===== config.mk =====
export PLATFORM = sky130hd
export DESIGN_NAME = tlc_using_sensor
export DESIGN_NICKNAME = d
export VERILOG_FILES = /design/src/rtl/tlc_using_sensor.sv
export SDC_FILE = /design/constraint.sdc
export NUM_CORES = 1
export LEC_CHECK = 0
export ABC_AREA = 0
export CORE_UTILIZATION = 33
export DETAILED_ROUTE_END_ITERATION = 8
export SLEW_MARGIN = 25
export SYNTH_ARGS = -nofsm -noshare
export SYNTH_HDL_FRONTEND = slang
export SYNTH_SLANG_ARGS = --single-unit

===== constraint.sdc =====
create_clock -name clk -period 2.33 [get_ports clk]
set_input_delay 0.466 -clock clk [delete_from_list [all_inputs] [get_ports clk]]
set_output_delay 0.466 -clock clk [all_outputs]
set_load 0.05 [all_outputs]

===== src/rtl/tlc_using_sensor.sv =====
// -----------------------------------------------------------------------------
// tlc_using_sensor
//   Sensor-actuated traffic light controller for a two-road intersection.
//   Road 1 keeps green until road 2 requests service (and the reverse).
//   Every change of right-of-way goes through minimum green, yellow and all-red.
//   The lamps are a pure decode of the state register (Moore machine).
//
// Ports:
//   clk         : system clock, rising edge active
//   reset       : asynchronous, active-high reset (forces G1, timer 0)
//   x           : vehicle present on road 1 (sampled on clk rising edge)
//   y           : vehicle present on road 2 (sampled on clk rising edge)
//   r1, y1, g1  : road 1 red / yellow / green lamps
//   r2, y2, g2  : road 2 red / yellow / green lamps
//   o_dbg_state : current FSM state, for observation only
// -----------------------------------------------------------------------------
module tlc_using_sensor #(
  parameter int MIN_GREEN   = 3,
  parameter int MAX_GREEN   = 6,
  parameter int YELLOW_TIME = 2,
  parameter int ALL_RED     = 1
) (
  input  logic       clk,
  input  logic       reset,
  input  logic       x,
  input  logic       y,
  output logic       r1,
  output logic       y1,
  output logic       g1,
  output logic       r2,
  output logic       y2,
  output logic       g2,
  output logic [2:0] o_dbg_state
);

  typedef enum logic [2:0] {
    S_G1  = 3'd0,
    S_Y1  = 3'd1,
    S_AR1 = 3'd2,
    S_G2  = 3'd3,
    S_Y2  = 3'd4,
    S_AR2 = 3'd5
  } state_t;

  // Thresholds are expressed as "timer value on the last cycle of the phase",
  // since the timer reads 0 on the first cycle of every state.
  localparam logic [7:0] C_MIN_M1 = 8'(MIN_GREEN - 1);
  localparam logic [7:0] C_MAX_M1 = 8'(MAX_GREEN - 1);
  localparam logic [7:0] C_YEL_M1 = 8'(YELLOW_TIME - 1);
  localparam logic [7:0] C_AR_M1  = 8'(ALL_RED - 1);

  state_t     r_state;
  state_t     w_next;
  logic [7:0] r_timer;
  logic       w_min_ok;
  logic       w_max_ok;

  assign w_min_ok = (r_timer >= C_MIN_M1);
  assign w_max_ok = (r_timer >= C_MAX_M1);

  // State register
  always_ff @(posedge clk or posedge reset) begin
    if (reset) begin
      r_state <= S_G1;
    end else begin
      r_state <= w_next;
    end
  end

  // Dwell timer: restarts on every state change, saturates at 255
  always_ff @(posedge clk or posedge reset) begin
    if (reset) begin
      r_timer <= 8'd0;
    end else if (w_next != r_state) begin
      r_timer <= 8'd0;
    end else if (r_timer != 8'hFF) begin
      r_timer <= r_timer + 8'd1;
    end
  end

  // Next-state logic. Green is given up only when the other road requests;
  // a request on the own road delays handover until the max-green limit.
  always_comb begin
    w_next = r_state;
    case (r_state)
      S_G1:    if (y && w_min_ok && (!x || w_max_ok)) w_next = S_Y1;
      S_Y1:    if (r_timer == C_YEL_M1)               w_next = S_AR1;
      S_AR1:   if (r_timer == C_AR_M1)                w_next = S_G2;
      S_G2:    if (x && w_min_ok && (!y || w_max_ok)) w_next = S_Y2;
      S_Y2:    if (r_timer == C_YEL_M1)               w_next = S_AR2;
      S_AR2:   if (r_timer == C_AR_M1)                w_next = S_G1;
      default:                                        w_next = S_G1;
    endcase
  end

  // Lamp decode. Unused encodings show the G1 pattern so the lamps always
  // satisfy the one-lamp-per-road rule while the FSM recovers.
  always_comb begin
    r1 = 1'b0;
    y1 = 1'b0;
    g1 = 1'b0;
    r2 = 1'b0;
    y2 = 1'b0;
    g2 = 1'b0;
    case (r_state)
      S_G1:    begin g1 = 1'b1; r2 = 1'b1; end
      S_Y1:    begin y1 = 1'b1; r2 = 1'b1; end
      S_AR1:   begin r1 = 1'b1; r2 = 1'b1; end
      S_G2:    begin r1 = 1'b1; g2 = 1'b1; end
      S_Y2:    begin r1 = 1'b1; y2 = 1'b1; end
      S_AR2:   begin r1 = 1'b1; r2 = 1'b1; end
      default: begin g1 = 1'b1; r2 = 1'b1; end
    endcase
  end

  assign o_dbg_state = r_state;

endmodule


# [Yosys cells after proc, flatten, opt, wreduce, memory -nomap -nowiden]
# Index checks and enable logic that the tools add are counted.
[totals] out_inout_bits=9 regBits=11 inputBits=4 wordCells=42
[classes] magnitude_cmp=2 addsub=1 n_eq_ne=8 mux=15 n_reduce_logical=14
[ops] op="3-bit two-way mux" n=6
[ops] op="3-bit one-hot mux with 6 select lines" n=1
[ops] op="8-bit two-way mux" n=2
[ops] op="8-bit by 1-bit adder with 8-bit output, second input constant" n=1
[ops] op="8-bit by 1-bit equality test with 1-bit output, second input constant" n=1
[ops] op="8-bit by 2-bit >= comparator with 1-bit output, second input constant" n=1
[ops] op="8-bit by 3-bit >= comparator with 1-bit output, second input constant" n=1
[ops] op="8-bit logical NOT" n=1
[ops] op="8-bit inequality test, second input constant" n=1
[ops] op="3-bit by 2-bit equality test with 1-bit output, second input constant" n=2
[ops] op="3-bit equality test, second input constant" n=2
[ops] op="1-bit two-way mux" n=6
[ops] op="5-bit OR reduction" n=1
[ops] op="1-bit logical AND" n=4
[ops] op="4-bit OR reduction" n=1
[ops] op="3-bit by 1-bit equality test with 1-bit output, second input constant" n=1
[ops] op="3-bit logical NOT" n=1
[ops] op="3-bit inequality test" n=1
[ops] op="1-bit logical NOT" n=2
[ops] op="1-bit logical OR" n=2
[ops] op="2-bit nonzero test" n=1
[ops] op="2-bit OR reduction" n=1

# [Depth between registers and ports, before layout]
# Gate-level depths: netlist of the first run.
[logic_depth] word_depth=7 mapped_depth=6 ltp_nobuf=6

# [Least setup slack after synthesis of the first run]
# OpenSTA, ideal clock, no wires.
[synth_path] kind="flip-flop to flip-flop" startpoint="register r_state[2], in the netlist o_dbg_state[2]" endpoint="register r_timer[2]" path_stages_with_launch=6 period_less_slack_ns=2.671 path_buffers=1 arrival_ns=2.534 path_slack_ns=-0.341 required_ns=2.194 setup_ns=0.136 cell_sequence="dfrtp_1 -> clkbuf_1 -> nor3b_1 -> o2111ai_1 -> nand2_1 -> nor4_2"
[synth_between] elab_chain_len=4 elab_cells_between_ends=16 classes_between="6 x eq/ne; 8 x mux; 2 x reduce/logical"
[synth_rtl] element="start: declaration" line="52" text="state_t r_state;"
[synth_rtl] element="start signal: assignment" line="66" text="r_state <= w_next;"
[synth_rtl] element="3-bit equality test, or another cell as far along" line="85" text="case (r_state)"
[synth_rtl] element="3-bit one-hot mux with 6 select lines" line="85"
[synth_rtl] element="3-bit inequality test (*)" line="74" text="end else if (w_next != r_state) begin"
[synth_rtl] element="8-bit two-way mux or 2-bit nonzero test (tied branches)"
[synth_rtl] element="end signal: assignment" line="77" text="r_timer <= r_timer + 8'd1;"
[synth_rtl] element="end: declaration" line="54" text="logic [7:0] r_timer;"
# Every way passes the cells marked *; elsewhere a longest branch is shown, timed or not.
# A chain may end at the register's enable or synchronous reset.

# [Final worst setup path of the first run]
[layout_path] startpoint="register r_state[1], in the netlist o_dbg_state[1]" endpoint="output port o_dbg_state[1]"
[layout_lines] element="end: declaration" line="33" text="output logic [2:0] o_dbg_state"
# No word-level cell between the ends.

==> metrics.md, run 1 <==
| Metric | Value |
|---|---|
| Clk buf depth | 2 |
| Clock Skews | 0.00230 ns |
| WP data arrival | 1.73 ns |
| Post-synthesis cell area | 907 um2 |
| WL per Instance | 14.0 um |
| Crit-path leading delay family | buffers and inverters |
| Grt total ovfl | 0 |
| Initial core utilization | 35.6% |
| Worst-path clk slew | 0.08 ns |
| Sequential share of the synthesized area | 30.3% |
| Post-Syn Instances | 98 |
| Placed instance area | 0.00105 mm2 |
| RSZ-0062 raised after global routing | no |
| Routed WL | 2000 um |
| Maximum clock frequency | 456 MHz |
| Measured slew at the worst slew-check pin | 0.540 ns |
| Core Region | 0.00254 mm2 |
| Worst R2R Setup Slack | 0.13 ns |
| Worst Hold Class | input port to asynchronous set/reset pin |
| DRT Pass-1 Iters | 4 |
| TritonCTS Sinks | 11 |
| Post-CTS Repair Setup Buffers | 0 |
| Vias post-DR | 776 |
| CP Class | flop to primary output |
| Most area-hungry cell type in the Yosys netlist | dfrtp_1 |
| Clock network latency to the later pin of the worst-skew pair | 0.28 ns |
| Global Route Usage Sum | 15.9% |
| Total CTS buffers | 3 |
| Area share of the largest cell type after synthesis | 30.3% |
| Worst-path cell chain | clkdlybuf4s50_1 |
| Post-layout min period | 2.20 ns |
| Ranking of synthesized cells by area | dfrtp_1 30%, a2111oi_4 6.1%, ha_1 5.5% |
| RD Place Congestion | 0.839 |
| Layout Nets | 122 |
| Die area | 0.00296 mm2 |
| Row Count | 18 |
| Syn_area_per_cell | 9.26 um2 |
| Largest net degree at the start of global routing | 13 |
| Placed Cells | 139 |
| Antenna violations before repair | 0 |
| Final ANT Viol Nets | 0 |
| CP max stage delay | 0.87 ns |
| Tcrit/Tclk final | 94.2% |
| Diodes inserted | 0 |
| Most common cell after layout, fill and taps aside | dfrtp_1 |
| Final slew viol count | 0 |
| Outcome | finished, final reports clean |
| RR Startpoint | r_timer[0] |
| TritonCTS clock tree | yes |
| Filler instances | 265 |
| Vias in the first global route | 712 |
| PwrDens | 1530 mW/mm2 |
| CP endpoint | o_dbg_state[1] |
| Sequential cell area | 275 um2 |
| Crit-path max FO | 12 |
| Post-DP HPWL | 1480 um |
| Unique cell type count in the Yosys netlist | 39 |
| # DRC | 0 |
| Hold Vio Cnt, Final | 0 |
| Drt initial violations | 18 |
| Post-Syn Nets | 106 |
| H-Tree Depth | 1 |
| Hold buffer count at CTS | 0 |
| Global-route wire length before repair | 3260 um |
| Worst Setup SP | o_dbg_state[1] |
| CP startpoint kind | flop |
| Leakage | 0.448 nW |
| Multi-input combinational cell area | 576 um2 |
| Number of port buffers | 12 |
| CP endpoint kind | primary output |
| Share of cells above drive strength 1 | 23.0% |
| R2R depth | 6 |
| Max_slew headroom | 63.7% |
| Critical path depth in cells | 1 |
| Hold WS | 0.481 ns |
| Final instance area | 0.00107 mm2 |
| Req. time, crit path | 1.86 ns |
| Final Setup Violations | 0 |
| Worst R2R End | r_timer[2] |
| MaxCap Viol Count | 0 |
| Max VDD drop | 868 uV |
| Asr flop ratio synth | 100% |
| Detailed-route vias per instance | 5.43 |
| Root Driver | clkbuf_4 |
| Ys Warns | 0 |
| CP max-delay cell | clkdlybuf4s50_1 |
| I/O Pins | 13 |
| Yosys reg bits | 11 |
| Finished Layout Cells | 143 |
| Die Wd | 54.4 um |
| Commonest cells after routing, fill and taps aside | 11 x dfrtp_1, 10 x buf_4, 9 x nor3_1, 8 x nor2_1 |
| CP Buf/Inv Count | 1 |
| Top_reg_cell synth | dfrtp_1 |
| P&R area growth vs syn | 18.3% |
| Die height | 54.4 um |
| Post-synth EDFFs | 0 |
| Post-CTS resize count | 0 |
through the flow:
stage	power [mW]	setup WS, ns	util, %	TNS [ns]
4_1_cts	1.65	0.124	42.2	0
3_3_place_gp	1.49	0.220	41.1	0
3_5_place_dp	1.50	0.138	41.1	0
2_1_floorplan	1.24	-0.244	-	-0.244
6_report	1.64	0.135	42.2	0
5_1_grt	1.76	0.0167	42.2	0
final cells by class:
| cell class | instances | area share [%] |
|---|---|---|
| repair buffers | 16 | 12.6 |
| clock buffers | 3 | 2.10 |
| well taps | 30 | 3.50 |
| clock inverters | 1 | 0.466 |
| inverters | 6 | 2.10 |
| flip-flops and latches | 11 | 25.6 |
| multi-input cells | 76 | 53.6 |
per-layer routing:
layer | global-route usage, % | routed length (um)
met5 | 0 | 0
met4 | 5.13 | 23
met3 | 5.00 | 82
met2 | 27.2 | 924
met1 | 18.5 | 965
synth_stat cells (2+ instances only):
master     number
nand2_1         5
xor2_1          4
buf_6           2
inv_1           6
mux2i_1         3
a31oi_1         2
dfrtp_1        11
nor3_1          9
nand4_1         2
nor2_1          9
o21ai_0         3
nand3b_1        2
mux2_2          2
a2111oi_4       2
ha_1            4
nor2b_1         2
o2111ai_1       3
o211ai_1        3
buf_4           2
nand3_1         3
power breakdown:
part / total (mW) / internal [mW] / switching (mW)
registers: 0.330 / 0.256 / 0.0738
logic: 1.17 / 0.422 / 0.746
clock network: 0.140 / 0.0638 / 0.0758
flip-flops by register name (all words and copies together) (netlist names):
register and count:
o_dbg_state 3, r_timer 8
worst min-delay path by stage:
stage / slack [ns] / from / cells past startpoint / to
2_1_floorplan: 0.32 / reset / 1 / o_dbg_state[0]
3_3_place_gp: 0.62 / o_dbg_state[2] / 2 / o_dbg_state[1]
3_5_place_dp: 0.62 / o_dbg_state[2] / 2 / o_dbg_state[1]
4_1_cts: 0.49 / reset / 2 / r_timer[2]
5_1_grt: 0.54 / reset / 2 / r_timer[2]
6_report: 0.48 / reset / 2 / o_dbg_state[1]
logic make-up after synthesis:
kind of cell	count (synthesis)	synth area share (%)
compound gates	19	20.1
xor+xnor	5	4.83
fa+ha+maj	4	5.52
buf+inv	11	7.03
flops	11	30.3
mux	5	5.79
simple gates	43	26.3
(Power assumes the default switching activity.)
==> run 2, diff against run 1 <==
- CORE_UTILIZATION: 33 -> 35
==> run 2 against run 1 <==
  * Sequential cell count stayed put
  * Sequential share of layout area stayed put
  * Total power is 0.31% higher
  * Critical path depth stayed put
==> metrics.md, run 2 (synthesis results as in run 1) <==
| Metric | Value |
|---|---|
| Outcome | finished, final reports clean |
| Leakage | 0.441 nW |
| Req. time, crit path | 1.86 ns |
| Sequential cell area | 275 um2 |
| Worst R2R Setup Slack | 0.17 ns |
| Final slew viol count | 0 |
| Share of cells above drive strength 1 | 22.3% |
| Die Wd | 52.9 um |
| Global Route Usage Sum | 16.9% |
| Final Util | 43.7% |
| Clk buf depth | 2 |
| Most common cell after layout, fill and taps aside | dfrtp_1 |
| H-Tree Depth | 1 |
| Sequential Power Share | 21.3% |
| Power, Total | 1.64 mW |
| Dpl ws | 0.161 ns |
| I/O Pins | 13 |
| TritonCTS Sinks | 11 |
| Post-DP HPWL | 1500 um |
| RD Place Congestion | 0.792 |
| Gate power share | 70.3% |
| Placed Cells | 138 |
| Drt initial violations | 17 |
| RR Startpoint | r_timer[0] |
| Number of flip-flops in the largest register | 8 |
| Maximum clock frequency | 451 MHz |
| Final Setup Violations | 0 |
| Worst Hold Class | input port to asynchronous set/reset pin |
| Layout Nets | 121 |
| RSZ-0062 raised after global routing | no |
| Die area | 0.00280 mm2 |
| WP data arrival | 1.75 ns |
| Detailed-route vias per instance | 5.52 |
| Finished Layout Cells | 142 |
| Root Driver | clkbuf_4 |
| MaxCap Viol Count | 0 |
| P&R area growth vs syn | 18.3% |
| Clock Skews | 0.00285 ns |
| WL per Instance | 14.2 um |
| Die height | 52.9 um |
| Vias post-DR | 784 |
| Worst-path cell chain | clkdlybuf4s50_1 |
| Diodes inserted | 0 |
| Largest net degree at the start of global routing | 14 |
| Number of port buffers | 12 |
| CP max stage delay | 0.88 ns |
| Row Count | 18 |
| Vias in the first global route | 744 |
| Global-route wire length before repair | 3430 um |
| Grt total ovfl | 0 |
| Core Region | 0.00245 mm2 |
| CP endpoint kind | primary output |
| CP max-delay cell | clkdlybuf4s50_1 |
| Max_slew headroom | 65.5% |
| Share of total power in the clock network | 8.3% |
| Antenna violations before repair | 0 |
| Measured slew at the worst slew-check pin | 0.512 ns |
| Multi-input combinational cell area | 583 um2 |
| CP Class | flop to primary output |
| Post-layout min period | 2.22 ns |
| Filler instances | 242 |
| Routed WL | 2010 um |
| Crit-path max FO | 13 |
| Internal cell power | 737 uW |
| Commonest cells after routing, fill and taps aside | 11 x dfrtp_1, 9 x nor3_1, 9 x buf_4, 8 x nor2_1 |
| Hold Vio Cnt, Final | 0 |
| CP startpoint kind | flop |
| Clock network latency to the later pin of the worst-skew pair | 0.28 ns |
| Final ANT Viol Nets | 0 |
| Max VDD drop | 843 uV |
| Largest Register | r_timer |
| Tcrit/Tclk final | 95.1% |
| P_sw | 906 uW |
| Worst-path clk slew | 0.08 ns |
| Initial core utilization | 37.0% |
| Final WS setup | 0.115 ns |
| Total CTS buffers | 3 |
| Switch share | 55.2% |
| Worst Setup SP | o_dbg_state[2] |
| PwrDens | 1530 mW/mm2 |
| R2R depth | 6 |
| DRT Pass-1 Iters | 4 |
| Worst R2R End | r_timer[2] |
| Crit-path leading delay family | buffers and inverters |
| # DRC | 0 |
| CP Buf/Inv Count | 1 |
| TritonCTS clock tree | yes |
| Post-CTS Repair Setup Buffers | 0 |
-- run 2: changes by cell type in the layout (fill, tap and decap cells not counted) --
| cell | previous run | this run |
|---|---|---|
| buf_4 | 10 | 9 |
| o22ai_2 | 1 | 0 |
| o22ai_4 | 0 | 1 |
-- run 2: repair_timing --
item                                    in CTS  in global routing
resized for setup                            0                  1
endpoints found under the setup margin       0                  1
hold buffers                                 0                  0
-- run 2: worst max path at each step --
stage,cells past startpoint,to
final,1,o_dbg_state[2]
after global routing,6,r_timer[2]
after CTS,1,o_dbg_state[2]
after detailed placement,6,r_timer[2]
after global placement,6,r_timer[2]
after floorplan,4,r2
-- run 2: layer usage --
metal / wire length, um / global-route usage (%) / up-vias
met4: 27 / 3.95 / 0
li1: - / - / 390
met1: 926 / 21.3 / 375
met2: 993 / 27.8 / 15
met5: 0 / 0 / -
met3: 66 / 5.17 / 4
-- run 2: layout make-up --
class                      instances  area share (%)
clock buffer                       3            2.10
clock inverter                     1           0.466
inverter                           6            2.10
multi-input combinational         76            54.3
sequential                        11            25.6
tap                               30            3.50
timing repair buffer              15            11.9
-- run 2: power by group through the flow --
stage / logic, mW / registers [mW] / clock network [mW]
final: 1.16 / 0.350 / 0.137
after global routing: 1.25 / 0.367 / 0.143
after CTS: 1.14 / 0.350 / 0.138
after detailed placement: 1.14 / 0.355 / 0
after global placement: 1.13 / 0.353 / 0
after floorplan: 0.849 / 0.391 / 0
-- run 2: metrics by stage --
step,hold WS [ns],setup TNS [ns],instance area [um2]
2_1_floorplan,0.318,-0.244,915
3_3_place_gp,0.656,0,1040
3_5_place_dp,0.645,0,1040
4_1_cts,0.516,0,1070
5_1_grt,0.552,0,1070
6_report,0.490,0,1070
